--- src/rtl/uart_tx_arb_pkg.sv ---
// Shared types and helpers for the UART TX arbiter slice.
package uart_tx_arb_pkg;

    typedef enum logic [1:0] {
        IDLE      = 2'd0,
        LAUNCH    = 2'd1,
        WAIT_BUSY = 2'd2,
        WAIT_DONE = 2'd3
    } arb_state_t;

    // Cycles the UART may take to raise busy after Data_Valid before the watchdog trips.
    localparam int WB_LIMIT = 3;

    function automatic int idx_w(input int n);
        return (n > 1) ? $clog2(n) : 1;
    endfunction

endpackage

--- src/rtl/uart_tx_arbiter_if.sv ---
// Requester and UART_TX handshake bundle; master = arbiter side, slave = requesters + UART_TX side.
interface uart_tx_arbiter_if #(
    parameter int NUM_REQ    = 4,
    parameter int DATA_WIDTH = 8
);
    logic [NUM_REQ-1:0]            req;
    logic [NUM_REQ*DATA_WIDTH-1:0] req_data;
    logic [NUM_REQ-1:0]            req_par_en;
    logic [NUM_REQ-1:0]            req_par_type;
    logic [NUM_REQ-1:0]            ack;
    logic [DATA_WIDTH-1:0]         tx_p_data;
    logic                          tx_data_valid;
    logic                          tx_par_en;
    logic                          tx_par_type;
    logic                          tx_busy;

    modport master (
        input  req, req_data, req_par_en, req_par_type, tx_busy,
        output ack, tx_p_data, tx_data_valid, tx_par_en, tx_par_type
    );

    modport slave (
        output req, req_data, req_par_en, req_par_type, tx_busy,
        input  ack, tx_p_data, tx_data_valid, tx_par_en, tx_par_type
    );
endinterface

--- src/rtl/uart_tx_rr_pick.sv ---
// Rotating-priority search: first set req after 'last', wrapping modulo NUM_REQ.
module uart_tx_rr_pick
    import uart_tx_arb_pkg::*;
#(
    parameter  int NUM_REQ = 4,
    localparam int IDX_W   = idx_w(NUM_REQ)
) (
    input  logic [NUM_REQ-1:0] req,
    input  logic [IDX_W-1:0]   last,
    output logic [IDX_W-1:0]   pick,
    output logic               found
);
    localparam int unsigned NR = unsigned'(NUM_REQ);

    // Scan from the farthest candidate back to last+1 so the nearest hit overwrites.
    always_comb begin
        int unsigned idx;
        idx   = 0;
        pick  = '0;
        found = 1'b0;
        for (int unsigned k = NR; k >= 1; k--) begin
            idx = (32'(last) + k) % NR;
            if (req[idx]) begin
                pick  = IDX_W'(idx);
                found = 1'b1;
            end
        end
    end
endmodule

--- src/rtl/uart_tx_arbiter.sv ---
// Round-robin arbiter sharing one UART_TX among NUM_REQ byte producers.
// Optional watchdog on the UART busy handshake: define UART_ARB_WDOG_EN.
module uart_tx_arbiter
    import uart_tx_arb_pkg::*;
#(
    parameter  int NUM_REQ     = 4,
    parameter  int DATA_WIDTH  = 8,
    parameter  int WDOG_CYCLES = 4096,
    localparam int IDX_W       = idx_w(NUM_REQ)
) (
    input  logic              CLK,
    input  logic              RST,
    uart_tx_arbiter_if.master bus,
    output logic [IDX_W-1:0]  grant_id,
    output logic              arb_busy,
    output logic              wdog_err
);
    arb_state_t       state;
    logic [IDX_W-1:0] last;
    logic [IDX_W-1:0] pick;
    logic             found;

    uart_tx_rr_pick #(.NUM_REQ(NUM_REQ)) u_pick (
        .req   (bus.req),
        .last  (last),
        .pick  (pick),
        .found (found)
    );

    assign arb_busy = (state != IDLE);

`ifdef UART_ARB_WDOG_EN
    localparam int WD_W = $clog2(WDOG_CYCLES + 1);
    logic [WD_W-1:0] wd_cnt;
`else
    assign wdog_err = (WDOG_CYCLES < 0);
`endif

    always_ff @(posedge CLK) begin
        if (RST) begin
            state             <= IDLE;
            last              <= IDX_W'(NUM_REQ - 1);
            grant_id          <= '0;
            bus.ack           <= '0;
            bus.tx_p_data     <= '0;
            bus.tx_data_valid <= 1'b0;
            bus.tx_par_en     <= 1'b0;
            bus.tx_par_type   <= 1'b0;
`ifdef UART_ARB_WDOG_EN
            wd_cnt            <= '0;
            wdog_err          <= 1'b0;
`endif
        end else begin
            bus.ack           <= '0;
            bus.tx_data_valid <= 1'b0;
            case (state)
                IDLE: begin
                    if (found && !bus.tx_busy) begin
                        bus.tx_p_data   <= bus.req_data[32'(pick)*DATA_WIDTH +: DATA_WIDTH];
                        bus.tx_par_en   <= bus.req_par_en[pick];
                        bus.tx_par_type <= bus.req_par_type[pick];
                        bus.ack         <= NUM_REQ'(1) << pick;
                        grant_id        <= pick;
                        last            <= pick;
                        state           <= LAUNCH;
                    end
                end
                LAUNCH: begin
                    bus.tx_data_valid <= 1'b1;
                    state             <= WAIT_BUSY;
`ifdef UART_ARB_WDOG_EN
                    wd_cnt            <= '0;
`endif
                end
                WAIT_BUSY: begin
                    if (bus.tx_busy) begin
                        state  <= WAIT_DONE;
`ifdef UART_ARB_WDOG_EN
                        wd_cnt <= '0;
                    end else if (wd_cnt == WD_W'(WB_LIMIT - 1)) begin
                        wdog_err <= 1'b1;
                        state    <= IDLE;
                    end else begin
                        wd_cnt <= wd_cnt + 1'b1;
`endif
                    end
                end
                WAIT_DONE: begin
                    if (!bus.tx_busy) begin
                        state <= IDLE;
`ifdef UART_ARB_WDOG_EN
                    end else if (wd_cnt == WD_W'(WDOG_CYCLES - 1)) begin
                        wdog_err <= 1'b1;
                        state    <= IDLE;
                    end else begin
                        wd_cnt <= wd_cnt + 1'b1;
`endif
                    end
                end
                default: state <= IDLE;
            endcase
        end
    end
endmodule
--- src/flat_wrapper.sv ---
// flat-port wrapper written by rule: the top's interface ports become plain ports
module uart_tx_arbiter_flat import uart_tx_arb_pkg::*;
#(
    parameter  int NUM_REQ     = 4,
    parameter  int DATA_WIDTH  = 8,
    parameter  int WDOG_CYCLES = 4096,
    localparam int IDX_W       = idx_w(NUM_REQ)
)
  (CLK, RST, grant_id, arb_busy, wdog_err, bus_req, bus_req_data, bus_req_par_en, bus_req_par_type, bus_tx_busy, bus_ack, bus_tx_p_data, bus_tx_data_valid, bus_tx_par_en, bus_tx_par_type);
  uart_tx_arbiter_if #(.NUM_REQ(NUM_REQ), .DATA_WIDTH(DATA_WIDTH)) bus_i ();
  input  logic CLK;
  input  logic RST;
  output logic [IDX_W-1:0] grant_id;
  output logic arb_busy;
  output logic wdog_err;
  input wire logic [$bits(bus_i.req)-1:0] bus_req;
  input wire logic [$bits(bus_i.req_data)-1:0] bus_req_data;
  input wire logic [$bits(bus_i.req_par_en)-1:0] bus_req_par_en;
  input wire logic [$bits(bus_i.req_par_type)-1:0] bus_req_par_type;
  input wire logic [$bits(bus_i.tx_busy)-1:0] bus_tx_busy;
  output wire logic [$bits(bus_i.ack)-1:0] bus_ack;
  output wire logic [$bits(bus_i.tx_p_data)-1:0] bus_tx_p_data;
  output wire logic [$bits(bus_i.tx_data_valid)-1:0] bus_tx_data_valid;
  output wire logic [$bits(bus_i.tx_par_en)-1:0] bus_tx_par_en;
  output wire logic [$bits(bus_i.tx_par_type)-1:0] bus_tx_par_type;
  assign bus_i.req = bus_req;
  assign bus_i.req_data = bus_req_data;
  assign bus_i.req_par_en = bus_req_par_en;
  assign bus_i.req_par_type = bus_req_par_type;
  assign bus_i.tx_busy = bus_tx_busy;
  assign bus_ack = bus_i.ack;
  assign bus_tx_p_data = bus_i.tx_p_data;
  assign bus_tx_data_valid = bus_i.tx_data_valid;
  assign bus_tx_par_en = bus_i.tx_par_en;
  assign bus_tx_par_type = bus_i.tx_par_type;
  uart_tx_arbiter #(.NUM_REQ(NUM_REQ), .DATA_WIDTH(DATA_WIDTH), .WDOG_CYCLES(WDOG_CYCLES)) u_core (.CLK(CLK), .RST(RST), .bus(bus_i), .grant_id(grant_id), .arb_busy(arb_busy), .wdog_err(wdog_err));
endmodule
--- config.mk ---
export PLATFORM = sky130hd
export DESIGN_NAME = uart_tx_arbiter_flat
export DESIGN_NICKNAME = d
export VERILOG_FILES = /design/src/rtl/uart_tx_arb_pkg.sv /design/src/rtl/uart_tx_arbiter_if.sv /design/src/rtl/uart_tx_rr_pick.sv /design/src/rtl/uart_tx_arbiter.sv /design/src/flat_wrapper.sv
export SDC_FILE = /design/constraint.sdc
export NUM_CORES = 1
export LEC_CHECK = 0
export BUFFER_PORTS_ARGS = -buffer_cell sky130_fd_sc_hd__buf_2
export CORE_MARGIN = 1.5
export CORE_UTILIZATION = 28
export CTS_BUF_LIST = sky130_fd_sc_hd__clkbuf_16
export DETAILED_ROUTE_END_ITERATION = 7
export GPL_ROUTABILITY_DRIVEN = 0
export PLACE_DENSITY = 0.61
export SYNTH_ARGS = -nofsm -noshare
export SYNTH_HDL_FRONTEND = slang
export SYNTH_SLANG_ARGS = --single-unit
--- constraint.sdc ---
create_clock -name CLK -period 1.5 [get_ports CLK]
set_clock_uncertainty 0.05 [all_clocks]
set_input_delay 0.225 -clock CLK [delete_from_list [all_inputs] [get_ports CLK]]
set_output_delay 0.225 -clock CLK [all_outputs]
set_load 0.02 [all_outputs]
==> flow_summary.toml, run 1 <==
[status]
status = "finished, violations left"
violations = "setup timing"

[synthesis]
synth_cells = 148
async_flop_share_pct = 0
synth-simple-area-share_pct = 22.7
yosysTopAreaCell = "dfxtp_1"
yosysSeqAreaShare_pct = 29.9
synth_edf_count = 0
synthDistinctLibCells = 40
synth_compound_area_share_pct = 26.9
ys_ff_latch = 21
syn-cell-area_sq_um = 1410
yosys.area_share.adder_pct = 4.45
synth_nets = 200
synth_area_leaders = "dfxtp_1 (30%), mux2i_1 (8.5%), o211ai_2 (8.0%)"
muxShareOfSynthArea_pct = 8.54
synthDominantCellAreaShare_pct = 29.9
yosys_warnings = 0
synth_top_family_by_area = "compound AO/OA/AOI/OAI gates"
synth-xor-area-share_pct = 0
ys.flop_type = "dfxtp_1"
syn_avg_cell_area_sq_um = 9.50

[power]
power_density_nw_per_um2 = 1320
ir_drop_mv = 0.765
power_uw = 2970
p_leak_uw = 0.00103

[cts]
cts_buffer_depth = 2
htree_levels = 1
cts.clk_slew.worst_paths_ns = 0.06
clock-root-buffer = "clkbuf_16"
cts_buffers = 3
cts_tree = "done"
clk_latency_ns = 0.25
clock-sinks = 21
ctsHoldBuffers = 0

[critical_path]
cp.buffers_inverters = 1
r2r_slack_ns = -0.06
crit_required_ns = 1.63
crit_type = "reg2reg"
cpPeakStageDelay_ns = 0.32
crit_path_start_kind = "flip-flop"
critPathArrivalTime_ns = 1.69
cp.depth = 7
worstSetupEndpoint = "u_core.bus.tx_p_data[0]"
rr_startpoint = "u_core.state[1]"
regToRegEndpoint = "u_core.bus.tx_p_data[0]"
cp_slowest_cell = "dfxtp_2"
startpoint = "u_core.state[1]"
rr_worst_depth = 7
path_cells = "inv_2, ha_4, nor2b_4, or2b_4, nor2_4, nand2_8, o211ai_1"
crit_path_max_fanout = 6
cp-end-kind = "flip-flop"
critPathTopFamily = "simple AND/OR/NAND/NOR gates"

[global_route]
grt_usage_pct = 15.5
grt_max_degree = 12
grt_pass1_wl_mm = 6.38
grt_overflow_total = 0
antenna_found_initial = 0
grt_pass1_vias = 1378

[final_layout]
seqCellArea_sq_um = 424
final_cells = 302
multi_input_area_sq_um = 1040
area_growth_pct = 59.5
num-fill-cells = 472
drive_gt1_share_pct = 61.3
n_antenna_cell = 0
nets = 288
fin_area_sq_um = 2240

[die]
fp.dieW_um = 73.9
ioPinCount = 66
fp.coreArea_sq_um = 4790
start_util_pct = 29.4
dieArea_sq_um = 5460
rows = 25
die_h_um = 73.9

[placed_design]
placed_area_sq_um = 1980
port-buffer-count = 64
dp_slack_ns = -0.121
dp_cells = 293
dp_hpwl_mm = 3.11

[detailed_routing]
wl_per_cell_um = 14.0
dr.pass1.iters = 4
drt_wl_total_mm = 4.22
drt-initial-drc-count = 38
antenna_left = 0
drc = 0
drt-vias-per-instance = 4.70
vias = 1419

[sta]
setup_slack_ns = -0.0649
rsz0062_at_grt = "yes"
fin_hold_ws_ns = 0.222
fmaxAchievable_mhz = 639
setup_violations = 11
timing.final.max_slew_violations = 0
finalHoldViolCount = 0
fin_crit_sh_pct = 104
fin_crit_ns = 1.56

[flow_run]
max_cap_viol_count = 0

[worst_hold_path]
hold_path_class = "in2reg"
-- logic make-up (layout without fill, tap and decap cells) --
| logic type | count (synthesis) | in the layout |
|---|---|---|
| multiplexers | 12 | 12 |
| buffers and inverters | 14 | 100 |
| AND/OR/NAND/NOR | 53 | 54 |
| flip-flops | 21 | 21 |
| AO/OA/AOI/OAI | 42 | 42 |
| adder cells (fa/ha/maj) | 5 | 5 |
| other | 1 | 1 |
-- power breakdown --
part / internal (uW) / switching (uW)
Combinational: 804 / 833
Clock: 355 / 200
Sequential: 699 / 78.9
-- synthesized netlist by cell type, types with 2 or more instances --
library cell and count:
inv_1 3, o211ai_2 9, buf_6 5, nor2b_1 3, nor3_4 2, o31ai_1 10
o21a_1 2, nand2b_1 2, a21oi_1 2, dfxtp_1 21, nand2_1 13, ha_1 5
nor2_2 2, buf_2 3, nand4_1 10, nor2_1 9, o21ai_1 2, a211o_2 3
a211o_1 7, nor3_1 4, mux2i_1 12
-- sequential cells by signal, summed over array words and instances, names as in the netlist --
signal                    cells
u_core.last                   2
u_core.bus.tx_data_valid      1
u_core.grant_id               2
u_core.bus.tx_p_data          8
u_core.state                  2
u_core.bus.tx_par_en          1
u_core.bus.ack                4
u_core.bus.tx_par_type        1
-- stage by stage --
stage / setup TNS (ns) / util [%]
floorplan: -0.102 / -
global placement: -0.824 / 41.3
detailed placement: -1.08 / 41.3
CTS: -0.412 / 44.8
global route: -1.27 / 46.9
finish: -0.521 / 46.9
-- metal layers --
metal	track usage [%]	vias to the layer above	routed length [um]
met5	0	-	0
met1	19.1	648	1870
met3	3.57	2	210
met2	27.4	41	2130
li1	-	728	-
met4	3.09	0	14
-- how the worst min path moves through the flow --
stage                     slack, ns                   start                       to  cells after the start
after floorplan                0.35             bus_tx_busy           u_core.last[1]                      3
after global placement         0.40  u_core.bus.tx_par_type   u_core.bus.tx_par_type                      2
after detailed placement       0.40  u_core.bus.tx_par_type   u_core.bus.tx_par_type                      2
after CTS                      0.22        bus_req_data[20]  u_core.bus.tx_p_data[4]                      3
after global routing           0.23     bus_req_par_type[2]   u_core.bus.tx_par_type                      3
final                          0.22        bus_req_data[20]  u_core.bus.tx_p_data[4]                      3
-- worst reg2reg max path, delay by kind of cell, from the launching register on --
family / cells / cell delay [ns]
AOI/OAI and AO/OA: 1 / 0.17
adders and majority gates: 1 / 0.15
buffers and inverters: 1 / 0.08
DFF: 1 / 0.32
and+or+nand+nor: 4 / 0.73
-- cell usage in the layout (no fill, tap or decap), types with 4 or more instances in the layout --
cell type,n
dfxtp_1,18
o31ai_1,7
buf_2,64
o211ai_2,9
a211o_1,7
nor3_1,4
nor2_1,9
ha_1,4
nand2_1,13
buf_4,25
mux2i_1,4
mux2i_4,5
nand4_1,10
-- cell type report --
cell class                 instances  area share [%]
sequential                        21            18.9
clock buffer                       3            3.35
multi-input combinational        114            46.6
inverter                           3           0.725
timing repair buffer              93            26.5
clock inverter                     1           0.167
tap                               67            3.74
-- what timing repair did --
| item | in CTS | in global routing |
|---|---|---|
| resized for setup | 13 | 12 |
| gates cloned | 1 | 1 |
| pin swaps | 3 | 4 |
| buffers inserted | 1 | 2 |
| endpoints found under the setup margin | 11 | 15 |
No activity file was read; power rests on OpenSTA's default activity.
==> run 2, diff against run 1 <==
--- a/config.mk
+++ b/config.mk
@@ -7,11 +7,13 @@
 export LEC_CHECK = 0
 export BUFFER_PORTS_ARGS = -buffer_cell sky130_fd_sc_hd__buf_2
 export CORE_MARGIN = 1.5
-export CORE_UTILIZATION = 28
+export CORE_UTILIZATION = 37
 export CTS_BUF_LIST = sky130_fd_sc_hd__clkbuf_16
+export CTS_CLUSTER_DIAMETER = 40
 export DETAILED_ROUTE_END_ITERATION = 7
 export GPL_ROUTABILITY_DRIVEN = 0
-export PLACE_DENSITY = 0.61
+export PLACE_DENSITY = 0.74
+export SKIP_CTS_REPAIR_TIMING = 1
 export SYNTH_ARGS = -nofsm -noshare
 export SYNTH_HDL_FRONTEND = slang
 export SYNTH_SLANG_ARGS = --single-unit
==> flow_summary.toml, run 2 (synthesis gave the netlist of run 1 again) <==
[power]
p_leak_uw = 0.00100
power_density_nw_per_um2 = 1360
power_uw = 2840
ir_drop_mv = 1.02

[worst_hold_path]
hold_path_class = "in2reg"

[global_route]
grt_pass1_vias = 1256
grt_max_degree = 15
antenna_found_initial = 0
grt_pass1_wl_mm = 5.51
grt_usage_pct = 16.5
grt_overflow_total = 0

[critical_path]
crit_path_start_kind = "flip-flop"
critPathArrivalTime_ns = 1.65
crit_required_ns = 1.59
crit_type = "reg2reg"
cp-end-kind = "flip-flop"
crit_path_max_fanout = 10

[detailed_routing]
wl_per_cell_um = 13.7
antenna_left = 0
drt-initial-drc-count = 86
dr.pass1.iters = 4
drt-vias-per-instance = 5.15
drt_wl_total_mm = 3.81
vias = 1437
drc = 0

[die]
start_util_pct = 38.4
ioPinCount = 66
dieArea_sq_um = 4180
rows = 22
die_h_um = 64.7
fp.dieW_um = 64.7
fp.coreArea_sq_um = 3660

[final_layout]
final_cell_mix = "buf_2 (64), buf_4 (19), dfxtp_1 (18)"
n_antenna_cell = 0
final_common_cell = "buf_2"
nets = 284
num-fill-cells = 341
top_regs = "u_core.bus.tx_p_data: 8 flops, u_core.bus.ack: 4 flops"
final_util_pct = 57.1
fin_area_sq_um = 2090
drive_gt1_share_pct = 57.1
largest_reg_flops = 8
regMostFlops = "u_core.bus.tx_p_data"
area_growth_pct = 48.7

[sta]
fin_crit_ns = 1.56
finalHoldViolCount = 0
rsz0062_at_grt = "yes"
timing.final.max_slew_violations = 0
setup_violations = 10
fin_crit_sh_pct = 104
fmaxAchievable_mhz = 640
setup_slack_ns = -0.0620
fin_hold_ws_ns = 0.219

[placed_design]
dp_hpwl_mm = 2.75
port-buffer-count = 64
placed_area_sq_um = 1900

[cts]
cts_tree = "done"
cts_buffers = 3
clk_latency_ns = 0.25
cts.clk_slew.worst_paths_ns = 0.06
clock-sinks = 21
cts_buffer_depth = 2
clock-root-buffer = "clkbuf_16"
htree_levels = 1

[status]
status = "finished, violations left"
violations = "setup timing"

[flow_run]
max_cap_viol_count = 0
## run 2: routing by layer
metal  vias up  GRT usage (%)  routed length, um
met5         -              0                  0
met4         0          0.798                  7
met3         4           4.51                328
met2        65           28.6               1780
met1       649           21.5               1700
li1        719              -                  -
## run 2: layout make-up
class,count,area [sq um],share of cell area [%]
multi-input combinational,115,958,45.8
timing repair buffer,88,554,26.5
sequential,21,424,20.3
clock buffer,3,75.1,3.59
tap,48,60.1,2.87
inverter,3,13.8,0.658
clock inverter,1,5.00,0.239
## run 2: power by group
| group | switching [uW] | leakage [uW] | total [uW] | internal [uW] |
|---|---|---|---|---|
| clock network | 200 | 0.0000409 | 558 | 358 |
| logic | 782 | 0.000791 | 1510 | 725 |
| registers | 75.6 | 0.000172 | 775 | 699 |
| total | 1060 | 0.00100 | 2840 | 1780 |
## run 2: critical path: stages (launching register included)
cell and delay, ns:
dfxtp_1 0.33, and2b_4 0.21, o21a_2 0.29, o31ai_1 0.29, a211o_1 0.19, o211ai_2 0.08
## run 2: metrics by stage
stage | setup TNS [ns] | worst slack (ns) | instances
2_1_floorplan | -0.102 | -0.0158 | 148
3_3_place_gp | -0.918 | -0.105 | 268
3_5_place_dp | -1.24 | -0.121 | 268
4_1_cts | -1.27 | -0.119 | 272
5_1_grt | -1.04 | -0.124 | 279
6_report | -0.341 | -0.0620 | 279
## run 2: final timing paths
path                                               from                       to  slack (ns)  cells after the start
worst max-delay path                     u_core.last[0]   u_core.bus.tx_par_type       -0.06                      5
worst min-delay path                   bus_req_data[19]  u_core.bus.tx_p_data[3]        0.22                      3
worst max register to register           u_core.last[0]   u_core.bus.tx_par_type       -0.06                      5
worst min register to register  u_core.bus.tx_p_data[5]  u_core.bus.tx_p_data[5]        0.40                      2
==> run 3, diff against run 2 <==
--- a/config.mk
+++ b/config.mk
@@ -12,7 +12,8 @@
 export CTS_CLUSTER_DIAMETER = 40
 export DETAILED_ROUTE_END_ITERATION = 7
 export GPL_ROUTABILITY_DRIVEN = 0
-export PLACE_DENSITY = 0.74
+export PLACE_DENSITY_LB_ADDON = 0.25
+export SETUP_SLACK_MARGIN = 0.4
 export SKIP_CTS_REPAIR_TIMING = 1
 export SYNTH_ARGS = -nofsm -noshare
 export SYNTH_HDL_FRONTEND = slang
==> flow_summary.toml, run 3 (synthesis gave the netlist of run 1 again) <==
[status]
status = "finished, violations left"
violations = "setup timing"

[cts]
cts.clk_slew.worst_paths_ns = 0.06
clock-sinks = 21
cts_buffers = 3
clock-root-buffer = "clkbuf_16"
cts_tree = "done"
cts_buffer_depth = 2
htree_levels = 1
clk_latency_ns = 0.25

[power]
ir_drop_mv = 0.865
p_leak_uw = 0.00102
power_density_nw_per_um2 = 1340

[critical_path]
rr_worst_depth = 8
cp-end-kind = "flip-flop"
crit_path_start_kind = "flip-flop"
crit_type = "reg2reg"
crit_path_max_fanout = 11
regToRegEndpoint = "u_core.bus.tx_p_data[0]"
rr_startpoint = "u_core.state[1]"
r2r_slack_ns = -0.05
critPathArrivalTime_ns = 1.67
crit_required_ns = 1.63

[sta]
fin_crit_ns = 1.55
setup_violations = 13
fin_crit_sh_pct = 103
fmaxAchievable_mhz = 646
timing.final.max_slew_violations = 0
fin_hold_ws_ns = 0.217
rsz0062_at_grt = "yes"
finalHoldViolCount = 0
setup_slack_ns = -0.0478

[detailed_routing]
wl_per_cell_um = 13.8
vias = 1409
dr.pass1.iters = 4
antenna_left = 0
drt-vias-per-instance = 5.09
drt_wl_total_mm = 3.83
drt-initial-drc-count = 47
drc = 0

[die]
fp.coreArea_sq_um = 3660
dieArea_sq_um = 4180
start_util_pct = 38.4
die_h_um = 64.7
rows = 22
ioPinCount = 66
fp.dieW_um = 64.7

[worst_hold_path]
worstHoldStart = "bus_req_data[19]"
hold_path_class = "in2reg"
min_to = "u_core.bus.tx_p_data[3]"
hold_depth = 3

[final_layout]
final_common_cell = "buf_2"
num-fill-cells = 328
multi_input_area_sq_um = 1010
final_cells = 277
drive_gt1_share_pct = 59.4
regMostFlops = "u_core.bus.tx_p_data"
n_antenna_cell = 0
seqCellArea_sq_um = 425
largest_reg_flops = 8
area_growth_pct = 53.0
nets = 282
top_regs = "u_core.bus.tx_p_data: 8 flops, u_core.bus.ack: 4 flops"
final_util_pct = 58.8
final_cell_mix = "buf_2 (63), dfxtp_1 (17), buf_4 (15)"

[global_route]
grt_max_degree = 14
grt_pass1_wl_mm = 5.75
grt_pass1_vias = 1334
antenna_found_initial = 0
grt_overflow_total = 0
grt_usage_pct = 17.5

[flow_run]
max_cap_viol_count = 0

[placed_design]
port-buffer-count = 64
dp_cells = 269
dp_slack_ns = -0.146
dp_hpwl_mm = 2.73
[run 3: final cells by class]
class	count	share of cell area (%)
Sequential cell	21	19.8
Timing Repair Buffer	87	26.2
Multi-Input combinational cell	114	46.9
Tap cell	48	2.79
Clock buffer	3	3.49
Clock inverter	1	0.174
Inverter	3	0.640
[run 3: where the power goes]
| part | switching [uW] | internal, uW |
|---|---|---|
| clock network | 198 | 355 |
| registers | 81.9 | 701 |
| logic | 789 | 755 |
[run 3: worst max path at each step]
stage | depth (start not counted) | endpoint | slack [ns] | from
5_1_grt | 8 | u_core.bus.tx_p_data[0] | -0.12 | u_core.state[1]
6_report | 8 | u_core.bus.tx_p_data[0] | -0.05 | u_core.state[1]
3_3_place_gp | 7 | u_core.bus.tx_p_data[3] | -0.12 | bus_req[1]
3_5_place_dp | 7 | u_core.bus.tx_p_data[5] | -0.15 | bus_req[1]
2_1_floorplan | 8 | u_core.bus.tx_p_data[3] | -0.02 | u_core.state[1]
4_1_cts | 8 | u_core.bus.tx_p_data[0] | -0.06 | u_core.state[1]
[run 3: through the flow]
step	power (uW)	setup TNS, ns	cell area, sq um
finish	2880	-0.440	2150
global route	3060	-1.36	2150
CTS	2750	-0.547	2040
detailed placement	2190	-1.33	1960
global placement	2180	-1.05	1960
floorplan	1700	-0.134	1480
[run 3: critical path: stages, from the launching register on]
cell      delay (ns)
dfxtp_2         0.32
inv_2           0.07
ha_4            0.15
nor2b_4         0.14
or2b_4          0.28
nor2_4          0.10
nand2_2         0.07
buf_12          0.15
o211ai_1        0.15
[run 3: metal layers]
metal  GRT usage (%)  vias to the layer above  wire, um  share of wire [%]
met5               0                        -         0                  0
met4            7.18                        0        55                1.4
met3            3.47                        7       194                5.1
met2            32.7                       45      1960                 51
met1            19.1                      639      1620                 42
li1                -                      718         -                  -
